**src/rtl/cfu_pipelined_if.sv**
```systemverilog
// CFU request/response port between the core (master) and a function unit (slave).
//
// Handshake rules for both channels:
// - A transfer happens on a rising edge where valid & ready are both high.
// - Once valid is raised, the sender holds valid and its payload stable
//   until the transfer.
// - ready may change freely and never depends combinationally on valid.
interface cfu_pipelined_if #(
    parameter int ID_W = 4
);
    logic            req_valid;
    logic            req_ready;
    logic [ID_W-1:0] req_id;
    logic [7:0]      req_cfu;
    logic [2:0]      req_func;
    logic [31:0]     req_data0;
    logic [31:0]     req_data1;

    logic            resp_valid;
    logic            resp_ready;
    logic [ID_W-1:0] resp_id;
    logic            resp_status;
    logic [31:0]     resp_data;

    modport master (
        output req_valid, req_id, req_cfu, req_func, req_data0, req_data1, resp_ready,
        input  req_ready, resp_valid, resp_id, resp_status, resp_data
    );

    modport slave (
        input  req_valid, req_id, req_cfu, req_func, req_data0, req_data1, resp_ready,
        output req_ready, resp_valid, resp_id, resp_status, resp_data
    );
endinterface

```
**src/rtl/cfu_pipelined.sv**
```systemverilog
// Pipelined multi-outstanding CFU: SHA-256 sigma/sum and CRC-32 byte update.
// Results travel through LATENCY-1 register stages into a response FIFO.
// A credit counter covering in-flight and queued entries gates req_ready,
// so the pipeline never has to stall and the FIFO can never overflow.
module cfu_pipelined #(
    parameter int LATENCY    = 2,
    parameter int FIFO_DEPTH = 4,
    parameter int ID_W       = 4
) (
    input logic          clk,
    input logic          rst,
    cfu_pipelined_if.slave cfu
);
    localparam int          CW   = $clog2(FIFO_DEPTH + 1);
    localparam int          PW   = (FIFO_DEPTH > 1) ? $clog2(FIFO_DEPTH) : 1;
    localparam int          EW   = ID_W + 33;
    localparam logic [31:0] POLY = 32'hEDB88320;

    // ------------------------------------------------------------------
    // Function decode
    // ------------------------------------------------------------------
    function automatic logic [31:0] crc_byte(input logic [31:0] c_in, input logic [7:0] b);
        logic [31:0] c;
        c = c_in ^ {24'h0, b};
        for (int i = 0; i < 8; i++) begin
            c = (c >> 1) ^ (c[0] ? POLY : 32'h0);
        end
        return c;
    endfunction

    logic [31:0] x;
    logic [31:0] op_data;
    logic        op_status;
    logic        unused_data1;

    assign x            = cfu.req_data0;
    assign unused_data1 = ^cfu.req_data1[31:8];

    // Combinational compute of the accepted request's result and status
    always_comb begin
        op_data   = 32'h0;
        op_status = 1'b0;
        if (cfu.req_cfu == 8'd1) begin
            case (cfu.req_func)
                3'd0:    op_data = {x[6:0], x[31:7]} ^ {x[17:0], x[31:18]} ^ {3'b000, x[31:3]};
                3'd1:    op_data = {x[16:0], x[31:17]} ^ {x[18:0], x[31:19]} ^ {10'h000, x[31:10]};
                3'd2:    op_data = {x[1:0], x[31:2]} ^ {x[12:0], x[31:13]} ^ {x[21:0], x[31:22]};
                3'd3:    op_data = {x[5:0], x[31:6]} ^ {x[10:0], x[31:11]} ^ {x[24:0], x[31:25]};
                default: op_status = 1'b1;
            endcase
        end else if (cfu.req_cfu == 8'd0 && cfu.req_func == 3'd0) begin
            op_data = crc_byte(cfu.req_data0, cfu.req_data1[7:0]);
        end else begin
            op_status = 1'b1;
        end
    end

    // ------------------------------------------------------------------
    // Credit counter and acceptance
    // ------------------------------------------------------------------
    logic [CW-1:0] credit;
    logic          ready;
    logic          accept;
    logic          pop;
    logic          not_empty;

    assign ready         = (credit < CW'(FIFO_DEPTH));
    assign cfu.req_ready = ready;
    assign accept        = cfu.req_valid & ready;
    assign pop           = not_empty & cfu.resp_ready;

    // Credit: one per accepted request, returned when its response is popped
    always_ff @(posedge clk or negedge rst) begin
        if (!rst) begin
            credit <= '0;
        end else if (accept && !pop) begin
            credit <= credit + CW'(1);
        end else if (!accept && pop) begin
            credit <= credit - CW'(1);
        end
    end

    // ------------------------------------------------------------------
    // Fixed-latency pipeline feeding the FIFO write port
    // ------------------------------------------------------------------
    logic            wr_v;
    logic [ID_W-1:0] wr_id;
    logic            wr_st;
    logic [31:0]     wr_data;

    if (LATENCY == 1) begin : g_direct
        assign wr_v    = accept;
        assign wr_id   = cfu.req_id;
        assign wr_st   = op_status;
        assign wr_data = op_data;
    end else begin : g_stages
        localparam int NS = LATENCY - 1;
        logic [NS-1:0]   st_v;
        logic [ID_W-1:0] st_id   [NS];
        logic            st_s    [NS];
        logic [31:0]     st_data [NS];

        // Stage valid bits shift every cycle; reset discards in-flight work
        always_ff @(posedge clk or negedge rst) begin
            if (!rst) begin
                st_v <= '0;
            end else begin
                st_v[0] <= accept;
                for (int k = 1; k < NS; k++) begin
                    st_v[k] <= st_v[k-1];
                end
            end
        end

        // Payload follows its valid bit; it is only consumed when tagged valid
        always_ff @(posedge clk) begin
            st_id[0]   <= cfu.req_id;
            st_s[0]    <= op_status;
            st_data[0] <= op_data;
            for (int k = 1; k < NS; k++) begin
                st_id[k]   <= st_id[k-1];
                st_s[k]    <= st_s[k-1];
                st_data[k] <= st_data[k-1];
            end
        end

        assign wr_v    = st_v[NS-1];
        assign wr_id   = st_id[NS-1];
        assign wr_st   = st_s[NS-1];
        assign wr_data = st_data[NS-1];
    end

    // ------------------------------------------------------------------
    // Response FIFO (circular, any depth)
    // ------------------------------------------------------------------
    function automatic logic [PW-1:0] ptr_inc(input logic [PW-1:0] p);
        return (p == PW'(FIFO_DEPTH - 1)) ? '0 : p + PW'(1);
    endfunction

    logic [EW-1:0] mem [FIFO_DEPTH];
    logic [PW-1:0] wr_ptr;
    logic [PW-1:0] rd_ptr;
    logic [CW-1:0] fill;
    logic [EW-1:0] head;

    // Entry storage: written from the last pipeline stage
    always_ff @(posedge clk) begin
        if (wr_v) begin
            mem[wr_ptr] <= {wr_id, wr_st, wr_data};
        end
    end

    // Pointers and occupancy; write and pop may coincide in any state
    always_ff @(posedge clk or negedge rst) begin
        if (!rst) begin
            wr_ptr <= '0;
            rd_ptr <= '0;
            fill   <= '0;
        end else begin
            if (wr_v) begin
                wr_ptr <= ptr_inc(wr_ptr);
            end
            if (pop) begin
                rd_ptr <= ptr_inc(rd_ptr);
            end
            if (wr_v && !pop) begin
                fill <= fill + CW'(1);
            end else if (!wr_v && pop) begin
                fill <= fill - CW'(1);
            end
        end
    end

    assign not_empty       = (fill != '0);
    assign head            = mem[rd_ptr];
    assign cfu.resp_valid  = not_empty;
    assign cfu.resp_id     = not_empty ? head[EW-1:33] : '0;
    assign cfu.resp_status = not_empty ? head[32] : 1'b0;
    assign cfu.resp_data   = not_empty ? head[31:0] : 32'h0;
endmodule

```
**src/flat_wrapper.sv**
```systemverilog
// flat-port wrapper written by rule: the top's interface ports become plain ports
module cfu_pipelined_flat 
#(
    parameter int LATENCY    = 2,
    parameter int FIFO_DEPTH = 4,
    parameter int ID_W       = 4
)
  (clk, rst, cfu_req_valid, cfu_req_id, cfu_req_cfu, cfu_req_func, cfu_req_data0, cfu_req_data1, cfu_resp_ready, cfu_req_ready, cfu_resp_valid, cfu_resp_id, cfu_resp_status, cfu_resp_data);
  cfu_pipelined_if #(.ID_W(ID_W)) cfu_i ();
  input logic clk;
  input logic rst;
  input wire logic [$bits(cfu_i.req_valid)-1:0] cfu_req_valid;
  input wire logic [$bits(cfu_i.req_id)-1:0] cfu_req_id;
  input wire logic [$bits(cfu_i.req_cfu)-1:0] cfu_req_cfu;
  input wire logic [$bits(cfu_i.req_func)-1:0] cfu_req_func;
  input wire logic [$bits(cfu_i.req_data0)-1:0] cfu_req_data0;
  input wire logic [$bits(cfu_i.req_data1)-1:0] cfu_req_data1;
  input wire logic [$bits(cfu_i.resp_ready)-1:0] cfu_resp_ready;
  output wire logic [$bits(cfu_i.req_ready)-1:0] cfu_req_ready;
  output wire logic [$bits(cfu_i.resp_valid)-1:0] cfu_resp_valid;
  output wire logic [$bits(cfu_i.resp_id)-1:0] cfu_resp_id;
  output wire logic [$bits(cfu_i.resp_status)-1:0] cfu_resp_status;
  output wire logic [$bits(cfu_i.resp_data)-1:0] cfu_resp_data;
  assign cfu_i.req_valid = cfu_req_valid;
  assign cfu_i.req_id = cfu_req_id;
  assign cfu_i.req_cfu = cfu_req_cfu;
  assign cfu_i.req_func = cfu_req_func;
  assign cfu_i.req_data0 = cfu_req_data0;
  assign cfu_i.req_data1 = cfu_req_data1;
  assign cfu_i.resp_ready = cfu_resp_ready;
  assign cfu_req_ready = cfu_i.req_ready;
  assign cfu_resp_valid = cfu_i.resp_valid;
  assign cfu_resp_id = cfu_i.resp_id;
  assign cfu_resp_status = cfu_i.resp_status;
  assign cfu_resp_data = cfu_i.resp_data;
  cfu_pipelined #(.LATENCY(LATENCY), .FIFO_DEPTH(FIFO_DEPTH), .ID_W(ID_W)) u_core (.clk(clk), .rst(rst), .cfu(cfu_i));
endmodule
```
**config.mk**
```make
export PLATFORM = sky130hd
export DESIGN_NAME = cfu_pipelined_flat
export DESIGN_NICKNAME = d
export VERILOG_FILES = /design/src/rtl/cfu_pipelined_if.sv /design/src/rtl/cfu_pipelined.sv /design/src/flat_wrapper.sv
export SDC_FILE = /design/constraint.sdc
export NUM_CORES = 1
export LEC_CHECK = 0
export CORE_ASPECT_RATIO = 1.4
export CORE_MARGIN = 4
export CORE_UTILIZATION = 50
export CTS_BUF_LIST = sky130_fd_sc_hd__clkbuf_8
export DETAILED_ROUTE_END_ITERATION = 7
export PLACE_DENSITY_LB_ADDON = 0.08
export SYNTH_ARGS = -nofsm -noshare
export SYNTH_HDL_FRONTEND = slang
export SYNTH_SLANG_ARGS = --single-unit
```
**constraint.sdc**
```tcl
create_clock -name clk -period 1.98 [get_ports clk]
set_clock_uncertainty 0.1 [all_clocks]
set_input_delay 0.396 -clock clk [delete_from_list [all_inputs] [get_ports clk]]
set_output_delay 0.396 -clock clk [all_outputs]
set_load 0.01 [all_outputs]
```
Word-level counts from Yosys, hierarchy flattened
Memory sizes are Yosys's and may differ from the RTL's. Cells that the tools add are included. Widths: inputs -> output; s select.

Register bits after elaboration: 11. Word-level logic and storage cells: 80. Output and inout port bits: 39. Memory bits (read-only): 0. Memories: 4. Input bits: 83. Memory bits (writable): 185. Latch bits: 0.

Memory list: u_core.mem (words 4, width 37, rd ports 1, clocked after memory_dff 0, write ports 1, line cfu_pipelined.sv:140) `logic [EW-1:0] mem [FIFO_DEPTH];`; u_core.g_stages.st_data (words 1, width 32, rd ports 1, clocked after memory_dff 0, write ports 1, line cfu_pipelined.sv:101) `logic [31:0] st_data [NS];`; u_core.g_stages.st_id (words 1, width 4, rd ports 1, clocked after memory_dff 0, write ports 1, line cfu_pipelined.sv:99) `logic [ID_W-1:0] st_id [NS];`; u_core.g_stages.st_s (words 1, width 1, rd ports 1, clocked after memory_dff 0, write ports 1, line cfu_pipelined.sv:100) `logic st_s [NS];`.

Reduce and logical (&&, ||, !) cells: 14. Eq/ne operators: 6. Divide/modulo/power cells: 0. Bitwise logic cells: 19. Shift-type cells: 0. Order comparisons: 1. Add/sub/neg operators: 6. Muxes and demuxes: 25. Multiply operators: 0.

Operators with widths (count): $mux 32 (11); $xor 31x32->32 (8); $xor 32x32->32 (6); $pmux 32 s4 (1); $xor 32x22->32 (1); $xor 32x29->32 (1); $xor 32x8->32 (1); $mux 3 (4); $eq 8x1->1 const B (1); $logic_not 8->1 (1); $add 3x1->3 const B (2); $eq 3x2->1 const B (2); $mux 1 (6); $sub 3x1->3 const B (2); $logic_and 1x1->1 (5); $add 2x1->2 const B (2); $eq 2x2->1 const B (2); $mux 2 (2); $mux 4 (1); $reduce_bool 2->1 (2); $reduce_or 4->1 (1); $eq 3x1->1 const B (1); $logic_not 1->1 (3); $logic_not 3->1 (1); other kinds (3) (4).

Depth between registers and ports, before layout
Word-level depth: 19. Mapped depth: 8. Depth with buffers taken out: 8.

Worst setup path before layout
No wires, ideal clock.

Path kind: register -> output. Start point: register u_core.rd_ptr[0]. End point: output port cfu_resp_data[26]. Cell stages (with the launch flop): 5. Required time: 1484 ps. Buffers on the path: 2. Path slack: -172 ps. Arrival: 1656 ps. Cell sequence: dfrtp_1 buf_2 buf_2 mux4_2 and2_1.

Longest elaborated chain between the ends: 2.

Ends and longest elaborated chain: from (decl) (line cfu_pipelined.sv:142) `logic [PW-1:0] rd_ptr;`; from (signal assigned) (line cfu_pipelined.sv:164) `rd_ptr <= ptr_inc(rd_ptr);`; $mem_v2 4x37; $mux 32 (line cfu_pipelined.sv:179) `assign cfu.resp_data = not_empty ? head[31:0] : 32'h0;`; to (decl) (line flat_wrapper.sv:23) `output wire logic [$bits(cfu_i.resp_data)-1:0] cfu_resp_data;`.

Every way passes these cells.

Final worst setup path
Start point: register u_core.rd_ptr[0]. End point: output port cfu_resp_data[20].

Same word-level chain as after synthesis.

==> results_dict.tcl <==
set metrics [dict create \
    cap_violations 0 \
    synth_area_um2 11300 \
    final_antenna_net_count 0 \
    end_kind "output pin" \
    ys_ff_latch 196 \
    dp_cells 1241 \
    grt_pass1_wl_um 45500 \
    insertion_delay_ns 0.44 \
    critPathTopFamily "buffers and inverters" \
    gp_congestion 0.938 \
    crit_required_ns 1.48 \
    stdcell_area_um2 15000 \
    crit_chain "buf_6 > buf_12 > buf_12 > mux4_2 > and2_4 > buf_6" \
    slowest_delay_ns 0.43 \
    path_max_fanout 5 \
    placed_cell_area_um2 14300 \
    mostFrequentLayoutCells "buf_4, edfxtp_1, xnor2_1" \
    clock_path_buffers 2 \
    routedWlPerCell_um 23.3 \
    p_leak_nw 6.09 \
    r2r_cells 9 \
    worst_pin_slew_ns 0.572 \
    crit_slowest_cell "dfrtp_2" \
    ios 122 \
    cts-root-buf "clkbuf_8" \
    synthFlopType "edfxtp_1" \
    cts_buffers 17 \
    fin_nets 1074 \
    antenna_cells 0 \
    r2r_start "u_core.fill[0]" \
    dr.pass1.iters 6 \
    num-fill-cells 1526 \
    cp_num_cells 6 \
    finalCriticalPeriod_ns 2.44 \
    die-height_um 186 \
    rsz0062_at_grt "yes" \
    finalPower_mw 14.7 \
    path_class "reg2out" \
    max_freq_ghz 0.410 \
    hpwl_um 22000 \
    die-area_um2 25000 \
    grt_antenna_before_repair 0 \
    vias 7150 \
    core_um2 22000 \
    wirelength_um 30100 \
    hold_buffers 0 \
    status "finished with violations" \
    drtIter0Drc 458 \
    avgSynthCellArea_um2 15.5 \
    grt_usage_pct 24.6 \
    worst_hold_path_type "in2async" \
    violations "negative setup slack" \
    syn_nets 819 \
    dieWidth_um 135 \
    slew_violations 0 \
    grt-ovfl-total 0 \
    setup_slack_ns -0.461 \
    stdcell_count 1292 \
    pwr_density_cell_nw_per_um2 981 \
    critical_path.startpoint "u_core.rd_ptr[0]" \
    drc_errors 0 \
    hold_violations 0 \
    cp.buffers_inverters 4 \
    synth.distinct_cells 39 \
    initial_core_util_pct 51.2 \
    drive_above_1_share_pct 38.3 \
    synthArstFlopShare_pct 5.61 \
    setup_violations 44 \
    area_delta_synth_final_pct 32.8 \
    crit_path_start_kind "flip-flop" \
    cts_tree "built" \
    relSlewSlack_pct 61.7 \
    core.rowCount 64 \
    path_clk_slew_ns 0.10 \
    grt_pass1_vias 7567 \
    cts.sinks 196 \
    h-tree-depth 4 \
    grt_max_degree 38 \
    fin_crit_sh_pct 123 \
    yosysWarnings 0 \
    layout_commonest_cell "buf_4" \
    via_per_inst 5.53 \
    hold_ws_ns 0.184 \
    synth_edf_count 148 \
    syn_inst 727 \
    io_buffers 97 \
    ir_drop_mv 0.785 \
    ys_seq_area_share_pct 48.4 \
    cp.arrival_ns 1.94 \
]
==> final timing paths <==
check | end | slack, ns
min in group clk | u_core.g_stages.st_id[0][3] | 0.29
max | cfu_resp_data[20] | -0.46
min reg2reg | u_core.mem[3][16] | 0.38
min | u_core.credit[2] | 0.18
max reg2reg | u_core.fill[2] | -0.25
max in group asynchronous | u_core.rd_ptr[0] | 1.21
==> layout make-up <==
class / count / area, um2 / share of cell area [%]
Inverter: 5 / 18.8 / 0.125
Sequential cell: 196 / 5460 / 36.5
Timing Repair Buffer: 301 / 3100 / 20.7
Multi-Input combinational cell: 461 / 5680 / 38.0
Clock inverter: 15 / 93.8 / 0.627
Tap cell: 297 / 372 / 2.48
Clock buffer: 17 / 234 / 1.56
==> Yosys cell counts, drive strengths merged (2+ instances only) <==
cell | count | share of area, %
edfxtp | 148 | 39
xnor2 | 146 | 13
xnor3 | 79 | 16
o22ai | 56 | 3.1
and2 | 42 | 2.3
buf | 39 | 1.7
dfxtp | 37 | 6.6
mux4 | 37 | 7.4
clkbuf | 26 | 0.87
a221oi | 21 | 1.6
nor2 | 14 | 0.47
a211oi | 11 | 0.73
dfrtp | 11 | 2.4
xor2 | 10 | 1.1
o2bb2ai | 8 | 0.62
ha | 7 | 0.78
inv | 5 | 0.17
nand2 | 4 | 0.13
nor3 | 4 | 0.22
mux2 | 3 | 0.30
or3 | 3 | 0.17
fa | 2 | 0.36
nor3b | 2 | 0.13
o21ai | 2 | 0.089
or3b | 2 | 0.16
xor3 | 2 | 0.42
==> flip-flops by register name, indices dropped and copies added, names as in the netlist <==
register / flops
u_core.credit: 3
u_core.fill: 3
u_core.g_stages.st_data: 32
u_core.g_stages.st_id: 4
u_core.g_stages.st_s: 1
u_core.g_stages.st_v: 1
u_core.mem: 148
u_core.rd_ptr: 2
u_core.wr_ptr: 2
==> cell families (layout without fill, tap and decap cells) <==
family                   count (synthesis)  in the layout  share of synthesized area [%]
XOR/XNOR                               237            237                           29.8
AND/OR/NAND/NOR                         76             76                           3.94
flip-flops                             196            196                           48.4
AO/OA/AOI/OAI                           99             99                           6.25
buffers and inverters                   70            338                           2.76
multiplexers                            40             40                           7.69
adder cells (fa/ha/maj)                  9              9                           1.13
==> layer usage <==
metal | track usage (%) | share of wire [%] | vias to the layer above
li1 | - | - | 3233
met1 | 29.1 | 38 | 3587
met2 | 44.8 | 54 | 262
met3 | 2.38 | 4.2 | 68
met4 | 11.9 | 4.3 | 0
met5 | 0 | 0 | -
==> power by group <==
group	leakage [nW]	switching [mW]	total [mW]	internal, mW
sequential	1.88	0.182	5.07	4.89
combinational	4.04	2.97	7.46	4.49
clock	0.168	1.30	2.15	0.851
total	6.09	4.45	14.7	10.2
==> stage by stage <==
step / setup slack [ns] / utilization [%] / TNS, ns
after global routing: -0.533 / 68.0 / -18.34
final: -0.461 / 68.0 / -14.88
after floorplan: -0.00893 / - / -0.00893
after detailed placement: -0.547 / 64.7 / -24.08
after CTS: -0.528 / 67.4 / -17.99
after global placement: -0.537 / 64.7 / -23.47
==> repair_timing <==
action / 4_1_cts / 5_1_grt
gates resized for setup: 212 / 32
buffers inserted: 14 / 7
pin swaps: 44 / 8
setup endpoints to repair: 44 / 48
cloned: 3 / 1
(Power assumes the default switching activity.)
